[src/rtl/seq_alu.sv]
// seq_alu: handshaked ALU with single-cycle base operations and iterative
// multi-cycle unsigned multiply and divide.
//
// Ports:
//   clk, reset      - clock, synchronous active-high reset
//   in_valid/ready  - operand handshake; in_ready is high only in IDLE
//   in_a, in_b      - operands (in_b also carries shift amount / divisor)
//   in_op           - 4-bit operation code
//   out_valid/ready - result handshake; result held until out_ready
//   out_result      - main result (MUL low half, DIVU quotient)
//   out_result_hi   - MUL high half, DIVU remainder, 0 for other ops
//   out_bcond       - branch condition for compare ops, 0 otherwise
//   busy            - high while a MUL/DIVU iterates
module seq_alu #(
  parameter int WIDTH = 32
) (
  input  logic             clk,
  input  logic             reset,
  input  logic             in_valid,
  output logic             in_ready,
  input  logic [WIDTH-1:0] in_a,
  input  logic [WIDTH-1:0] in_b,
  input  logic [3:0]       in_op,
  output logic             out_valid,
  input  logic             out_ready,
  output logic [WIDTH-1:0] out_result,
  output logic [WIDTH-1:0] out_result_hi,
  output logic             out_bcond,
  output logic             busy
);

  localparam int SHW = $clog2(WIDTH);

  typedef enum logic [1:0] {IDLE, BUSY, DONE} state_t;

  state_t           state_q, state_d;
  // hi/lo double as the MUL product register, the DIVU remainder/quotient
  // pair, and the visible result registers once the op finishes.
  logic [WIDTH-1:0] hi_q, hi_d;
  logic [WIDTH-1:0] lo_q, lo_d;
  // Multiplicand for MUL, divisor for DIVU.
  logic [WIDTH-1:0] opnd_q, opnd_d;
  logic [SHW-1:0]   cnt_q, cnt_d;
  logic             is_mul_q, is_mul_d;
  logic             bcond_q, bcond_d;

  logic [SHW-1:0]   shamt;
  logic [WIDTH-1:0] alu_res;
  logic             alu_bcond;

  logic [WIDTH:0]   mul_sum;
  logic [WIDTH-1:0] mul_hi_next, mul_lo_next;
  logic [WIDTH:0]   div_shift;
  logic             div_ge;
  logic [WIDTH-1:0] div_hi_next, div_lo_next;

  assign shamt = in_b[SHW-1:0];

  // Single-cycle operations, evaluated on the raw inputs so the result can be
  // captured on the accepting edge.
  always_comb begin
    alu_res   = '0;
    alu_bcond = 1'b0;
    case (in_op)
      4'd0:    alu_res   = in_a - in_b;
      4'd1:    alu_res   = in_a + in_b;
      4'd2:    alu_res   = in_a & in_b;
      4'd3:    alu_res   = in_a | in_b;
      4'd4:    alu_res   = in_a ^ in_b;
      4'd5:    alu_res   = in_a << shamt;
      4'd6:    alu_res   = in_a >> shamt;
      4'd7:    alu_bcond = (in_a == in_b);
      4'd8:    alu_bcond = (in_a != in_b);
      4'd9:    alu_bcond = (in_a < in_b);
      4'd10:   alu_bcond = (in_a >= in_b);
      4'd11:   alu_res   = $signed(in_a) >>> shamt;
      4'd12:   alu_bcond = ($signed(in_a) < $signed(in_b));
      4'd13:   alu_bcond = ($signed(in_a) >= $signed(in_b));
      default: alu_res   = '0;
    endcase
  end

  // One shift-add multiply step: the multiplier sits in lo and shifts out
  // LSB-first while product bits shift in from the top of the partial sum.
  always_comb begin
    mul_sum     = {1'b0, hi_q} + (lo_q[0] ? {1'b0, opnd_q} : '0);
    mul_hi_next = mul_sum[WIDTH:1];
    mul_lo_next = {mul_sum[0], lo_q[WIDTH-1:1]};
  end

  // One restoring-divide step: the dividend sits in lo and shifts MSB-first
  // into the remainder while quotient bits fill lo from the bottom. A zero
  // divisor always "fits", which naturally yields all-ones / dividend.
  always_comb begin
    div_shift   = {hi_q, lo_q[WIDTH-1]};
    div_ge      = (div_shift >= {1'b0, opnd_q});
    div_hi_next = div_ge ? (div_shift[WIDTH-1:0] - opnd_q) : div_shift[WIDTH-1:0];
    div_lo_next = {lo_q[WIDTH-2:0], div_ge};
  end

  // Next-state and datapath register updates.
  always_comb begin
    state_d  = state_q;
    hi_d     = hi_q;
    lo_d     = lo_q;
    opnd_d   = opnd_q;
    cnt_d    = cnt_q;
    is_mul_d = is_mul_q;
    bcond_d  = bcond_q;
    case (state_q)
      IDLE: begin
        if (in_valid) begin
          if (in_op == 4'd14 || in_op == 4'd15) begin
            is_mul_d = (in_op == 4'd14);
            opnd_d   = (in_op == 4'd14) ? in_a : in_b;
            lo_d     = (in_op == 4'd14) ? in_b : in_a;
            hi_d     = '0;
            bcond_d  = 1'b0;
            cnt_d    = SHW'(WIDTH - 1);
            state_d  = BUSY;
          end else begin
            lo_d    = alu_res;
            hi_d    = '0;
            bcond_d = alu_bcond;
            state_d = DONE;
          end
        end
      end
      BUSY: begin
        hi_d  = is_mul_q ? mul_hi_next : div_hi_next;
        lo_d  = is_mul_q ? mul_lo_next : div_lo_next;
        cnt_d = cnt_q - 1'b1;
        if (cnt_q == '0) begin
          state_d = DONE;
        end
      end
      DONE: begin
        if (out_ready) begin
          state_d = IDLE;
        end
      end
      default: state_d = IDLE;
    endcase
  end

  always_ff @(posedge clk) begin
    if (reset) begin
      state_q  <= IDLE;
      hi_q     <= '0;
      lo_q     <= '0;
      opnd_q   <= '0;
      cnt_q    <= '0;
      is_mul_q <= 1'b0;
      bcond_q  <= 1'b0;
    end else begin
      state_q  <= state_d;
      hi_q     <= hi_d;
      lo_q     <= lo_d;
      opnd_q   <= opnd_d;
      cnt_q    <= cnt_d;
      is_mul_q <= is_mul_d;
      bcond_q  <= bcond_d;
    end
  end

  assign in_ready      = (state_q == IDLE);
  assign busy          = (state_q == BUSY);
  assign out_valid     = (state_q == DONE);
  assign out_result    = lo_q;
  assign out_result_hi = hi_q;
  assign out_bcond     = bcond_q;

endmodule

[config.mk]
export PLATFORM = sky130hd
export DESIGN_NAME = seq_alu
export DESIGN_NICKNAME = d
export VERILOG_FILES = /design/src/rtl/seq_alu.sv
export SDC_FILE = /design/constraint.sdc
export NUM_CORES = 1
export LEC_CHECK = 0
export CAP_MARGIN = 5
export CORE_MARGIN = 8
export CORE_UTILIZATION = 60
export CTS_BUF_LIST = sky130_fd_sc_hd__clkbuf_2
export CTS_CLUSTER_DIAMETER = 30
export DETAILED_ROUTE_END_ITERATION = 8
export MAX_ROUTING_LAYER = met4
export PLACE_DENSITY = 0.86
export SKIP_CTS_REPAIR_TIMING = 1
export SYNTH_ARGS = -nofsm -noshare
export SYNTH_HDL_FRONTEND = slang
export SYNTH_SLANG_ARGS = --single-unit
[constraint.sdc]
create_clock -name clk -period 10.3 [get_ports clk]
set_clock_uncertainty 0.2 [all_clocks]
set_input_delay 1.03 -clock clk [delete_from_list [all_inputs] [get_ports clk]]
set_output_delay 1.03 -clock clk [all_outputs]
set_load 0.02 [all_outputs]
=== Yosys cells after proc, flatten, opt, wreduce, memory -nomap -nowiden ===
Index checks and enable logic that the tools add are counted.

* Logic and storage cells: 78
* Bits in registers: 105

* Mux-type cells: 22
* Bitwise operators: 3
* Reduce and logical (&&, ||, !) cells: 10
* Shifts and indexed selects: 3
* Equal/unequal tests: 23
* Order comparisons: 5
* Add/sub/neg operators: 5

{| class="wikitable"
|+ Operators with widths
! operator !! count
|-
| 32-bit 2-to-1 mux || 9
|-
| 32-bit case mux with 8 select lines || 1
|-
| 32-bit case mux with 2 select lines || 2
|-
| 32-bit >= comparator || 2
|-
| 32-bit < comparator || 2
|-
| 32-bit subtractor || 2
|-
| 32-bit by 32-bit adder with 33-bit output || 1
|-
| 33-bit by 32-bit >= comparator with 1-bit output || 1
|-
| 32-bit adder || 1
|-
| 32-bit AND || 1
|-
| 32-bit == test || 1
|-
| 4-bit == test (second input constant) || 8
|-
| 32-bit != test || 1
|-
| 32-bit OR || 1
|-
| 32-bit by 5-bit left shift with 32-bit output || 1
|-
| 32-bit by 5-bit right shift with 32-bit output || 1
|-
| 32-bit by 5-bit >>> shifter with 32-bit output || 1
|-
| 32-bit XOR || 1
|-
| 4-bit by 3-bit == test with 1-bit output (second input constant) || 4
|-
| 5-bit 2-to-1 mux || 2
|-
| 5-bit case mux with 2 select lines || 1
|-
| 3-bit AND reduction || 3
|-
| 4-bit by 2-bit == test with 1-bit output (second input constant) || 2
|-
| 2-bit 2-to-1 mux || 4
|-
| other kinds (15) || 18
|}

=== Logic depth before layout (Yosys ltp) ===
* Depth after elaboration: 5
* Gate-level depth with buffers: 16
* Depth with buffers taken out: 13

=== Worst setup path after synthesis ===
OpenSTA, ideal clock, no wires.

* Kind: input port to flip-flop
* From: input port in_b[2]
* To: register lo_q[19] (netlist: out_result[19])
* Arrival: 4608 ps
* Path slack: 5361 ps
* Stages: 15
* Path buffers: 4
* Cells stage by stage: inv_2 -> buf_1 -> buf_1 -> clkbuf_1 -> ha_1 -> clkbuf_1 -> or3_1 -> a31oi_1 -> o31ai_2 -> o211a_1 -> o31ai_1 -> a21boi_0 -> xnor2_1 -> a221oi_1 -> nor3_1

* Word-level cells in the longest chain between the ends: 5
* Elaborated cells on any way between the ends: 9
* Classes of those cells: 2 x add/sub; 3 x shift; 4 x mux

{| class="wikitable"
|+ RTL lines
! element !! RTL line !! text
|-
| start: declaration || 22 || <nowiki>input logic [WIDTH-1:0] in_b,</nowiki>
|-
| 32-bit adder (tied with other cells) || 66 || <nowiki>4'd1: alu_res = in_a + in_b;</nowiki>
|-
| 32-bit case mux with 8 select lines (*) || 64 || <nowiki>case (in_op)</nowiki>
|-
| 32-bit 2-to-1 mux (*) || 113 || <nowiki>if (in_op == 4'd14 || in_op == 4'd15) begin</nowiki>
|-
| 32-bit 2-to-1 mux (*) || 112 || <nowiki>if (in_valid) begin</nowiki>
|-
| 32-bit case mux with 2 select lines (*) || 110 || <nowiki>case (state_q)</nowiki>
|-
| end signal: assignment || 158 || <nowiki>lo_q <= lo_d;</nowiki>
|-
| end: declaration || 40 || <nowiki>logic [WIDTH-1:0] lo_q, lo_d;</nowiki>
|}

Mark *: on every way between the ends. The rest lies on a longest branch, timed or not. The select of a mux whose other input is x is not followed.
A chain may end at the register's enable or synchronous reset.

=== Worst setup path in the final report ===
* From: input port in_a[9]
* To: register lo_q[24] (netlist: out_result[24])

* Word-level cells in the longest chain between the ends: 5
* Elaborated cells on any way between the ends: 9
* Classes of those cells: 2 x add/sub; 3 x shift; 4 x mux

{| class="wikitable"
|+ RTL lines
! element !! RTL line !! text
|-
| start: declaration || 21 || <nowiki>input logic [WIDTH-1:0] in_a,</nowiki>
|-
| 32-bit adder (tied with other cells) || 66 ||
|-
| 32-bit case mux with 8 select lines (*) || 64 ||
|-
| 32-bit 2-to-1 mux (*) || 113 ||
|-
| 32-bit 2-to-1 mux (*) || 112 ||
|-
| 32-bit case mux with 2 select lines (*) || 110 ||
|}

Marks and branches as above.

==> metrics.cfg <==
[outcome]
outcome = completed

[synthesis]
synth_edf_count = 0
ys_types = 85
ys_warn_count = 0
syn_nets = 2675
netlist_area_mm2 = 0.01792
synthFlopType = dfxtp_1
synthCells = 2436
ys_ff_latch = 105
async_flop_share_pct = 0
synth_seq_area_share_pct = 11.73
syn_area_per_cell_um2 = 7.358

[final_layout]
syn2layout_area_growth_pct = 8.894
final_common_cell = nor2_1
final_nets = 2681
fill_cells = 2571
final_cell_mix = nor2_1, nand2_1, a21oi_1
drive_gt1_share_pct = 7.397
fin_cells = 2840

[global_route]
grt_overflow = 0
antenna_found_initial = 2
grt_pass1_wl_mm = 116.0
grt_pass1_vias = 19660
track_usage_pct = 42.09
grt_max_degree = 69

[clock_network]
cts_tree = yes
numCtsBuffers = 9
clk_pin_slew_ns = 0.33
cts.sinks = 105
clk_latency_ns = 0.75
cts_root_buf = clkbuf_2
htree_levels = 3
clk_path_buf_depth = 2

[route]
via_per_inst = 7.369
wirelength_mm = 76.91
dr.first_iter.drc_count = 2880
drc = 0
wire_per_inst_um = 27.08
ant_nets = 0
dr.pass1.iters = 6
vias = 20930

[power_and_ir_drop]
vdd_drop_max_mv = 0.08050
p_per_area_mw_per_mm2 = 83.57
leakagePower_nw = 7.907

[worst_setup_path]
arrival_ns = 5.31
rrSetupSlack_ns = 5.66
r2r_end = out_result_hi[27]
critPathCaptureType = flip-flop
r2r_cells = 12
critical_path_peak_fanout = 12
path_class = in2reg
r2r_start = out_result[0]
crit_path_start_kind = primary input
worstPathRequired_ns = 10.67
setup.worst_path.end = out_result[24]
cp-startpoint = in_a[9]

[die]
chipHeight_um = 188.8
die_x_um = 188.8
core-area_mm2 = 0.02956
initial_utilization_pct = 60.63
ios = 140
die-area_mm2 = 0.03566
rows = 63

[timing]
final-setup-viol-count = 0
tns_ns = 0
holdWs_ns = 0.3008
post-route-min-period_ns = 4.945
report.final.hold_viol_count = 0
relSlewSlack_pct = 5.804
slew_viol_final = 0
max_freq_ghz = 0.2022
finalCritPeriodShare_pct = 48.01
rsz0062_at_grt = no
worstMarginPinSlew_ns = 1.395
worst_slack_ns = 5.355

[job]
maxCapViolCount = 0

[placement]
io_buffers = 139
place_congestion = 1.067
dp_cells = 2820
place_hpwl_mm = 58.27
dp_slack_ns = 4.795

[min_path]
hold_class = reg2reg

-- cell families (layout without fill, tap and decap cells) --
kind of cell / count (synthesis) / in the layout / synth area share [%]
AOI/OAI and AO/OA: 871 / 871 / 32.96
and+or+nand+nor: 721 / 721 / 19.08
buffers and inverters: 325 / 336 / 7.009
muxes: 189 / 189 / 14.56
adders and majority gates: 167 / 167 / 11.83
DFF: 105 / 105 / 11.73
xor gates and xnor gates: 58 / 58 / 2.834
other: 0 / 3 / 0
-- power by group --
| group | total [mW] | switching, mW | internal (mW) |
|---|---|---|---|
| clock | 0.239 | 0.174 | 0.0650 |
| combinational | 0.931 | 0.581 | 0.350 |
| sequential | 0.461 | 0.0321 | 0.429 |
| total | 1.63 | 0.787 | 0.844 |
-- worst max-delay path: stages --
cell and delay [ns]:
clkdlybuf4s50_1 0.85, inv_1 0.13, ha_1 0.53, nor2b_1 0.14, nor4bb_1 0.33, a21oi_1 0.24
a31o_2 0.30, a221oi_1 0.96, mux2i_1 0.26, o21ai_0 0.16, a21oi_1 0.29, nor3_1 0.07
-- worst min-delay path by stage --
stage / slack, ns / to / cells past startpoint / from
2_1_floorplan: 0.25 / opnd_q[10] / 2 / opnd_q[10]
3_3_place_gp: 0.27 / opnd_q[31] / 2 / opnd_q[31]
3_5_place_dp: 0.28 / opnd_q[16] / 2 / opnd_q[16]
4_1_cts: 0.30 / opnd_q[16] / 2 / opnd_q[16]
5_1_grt: 0.32 / opnd_q[30] / 2 / opnd_q[30]
6_report: 0.30 / opnd_q[16] / 2 / opnd_q[16]
-- area by class of cell --
| type | instances | area, um^2 | share of cell area [%] |
|---|---|---|---|
| Tap cell | 390 | 488.0 | 2.500 |
| Clock buffer | 10 | 50.05 | 0.2564 |
| Clock inverter | 6 | 86.33 | 0.4423 |
| Antenna cell | 3 | 7.507 | 0.03846 |
| Timing Repair Buffer | 176 | 1634 | 8.372 |
| Inverter | 144 | 540.5 | 2.769 |
| Multi-Input combinational cell | 2006 | 14610 | 74.84 |
| Sequential cell | 105 | 2103 | 10.78 |
-- cells in the mapped netlist (all sizes together), types with 25 or more instances --
cell type	instances	share of area (%)
mux2i	101	5.6
clkbuf	138	2.9
dfxtp	105	12
a21o	43	1.8
nor3	55	1.5
a21oi	198	5.5
and2	49	1.7
ha	163	11
xnor2	39	1.9
nand3	39	1.1
nand2	199	4.2
mux2	34	2.1
o211ai	45	1.9
o21ai	157	4.4
o22ai	40	1.4
inv	143	3.0
mux4	54	6.8
a31oi	25	0.87
a211oi	107	4.5
nand2b	28	0.98
nor2	224	4.7
buf	43	1.1
-- sequential cells by signal (all words and copies together), names as in the netlist --
signal and cells:
cnt_q 5, is_mul_q 1, opnd_q 32, out_bcond 1, out_result 32, out_result_hi 32
state_q 2
-- routing by layer --
layer	vias up	routed length [um]	GRT usage (%)
met4	0	4881	23.27
li1	9192	-	-
met5	-	0	-
met3	309	8682	7.043
met1	9924	29000	51.63
met2	1504	34340	65.18
-- through the flow --
step / instance area, um^2 / power (mW) / util, %
5_1_grt: 19520 / 1.697 / 66.02
6_report: 19520 / 1.631 / 66.03
3_3_place_gp: 19370 / 1.344 / 65.52
3_5_place_dp: 19370 / 1.355 / 65.52
4_1_cts: 19500 / 1.585 / 65.98
2_1_floorplan: 17920 / 1.059 / -
Power figures use the tool's default switching activity.
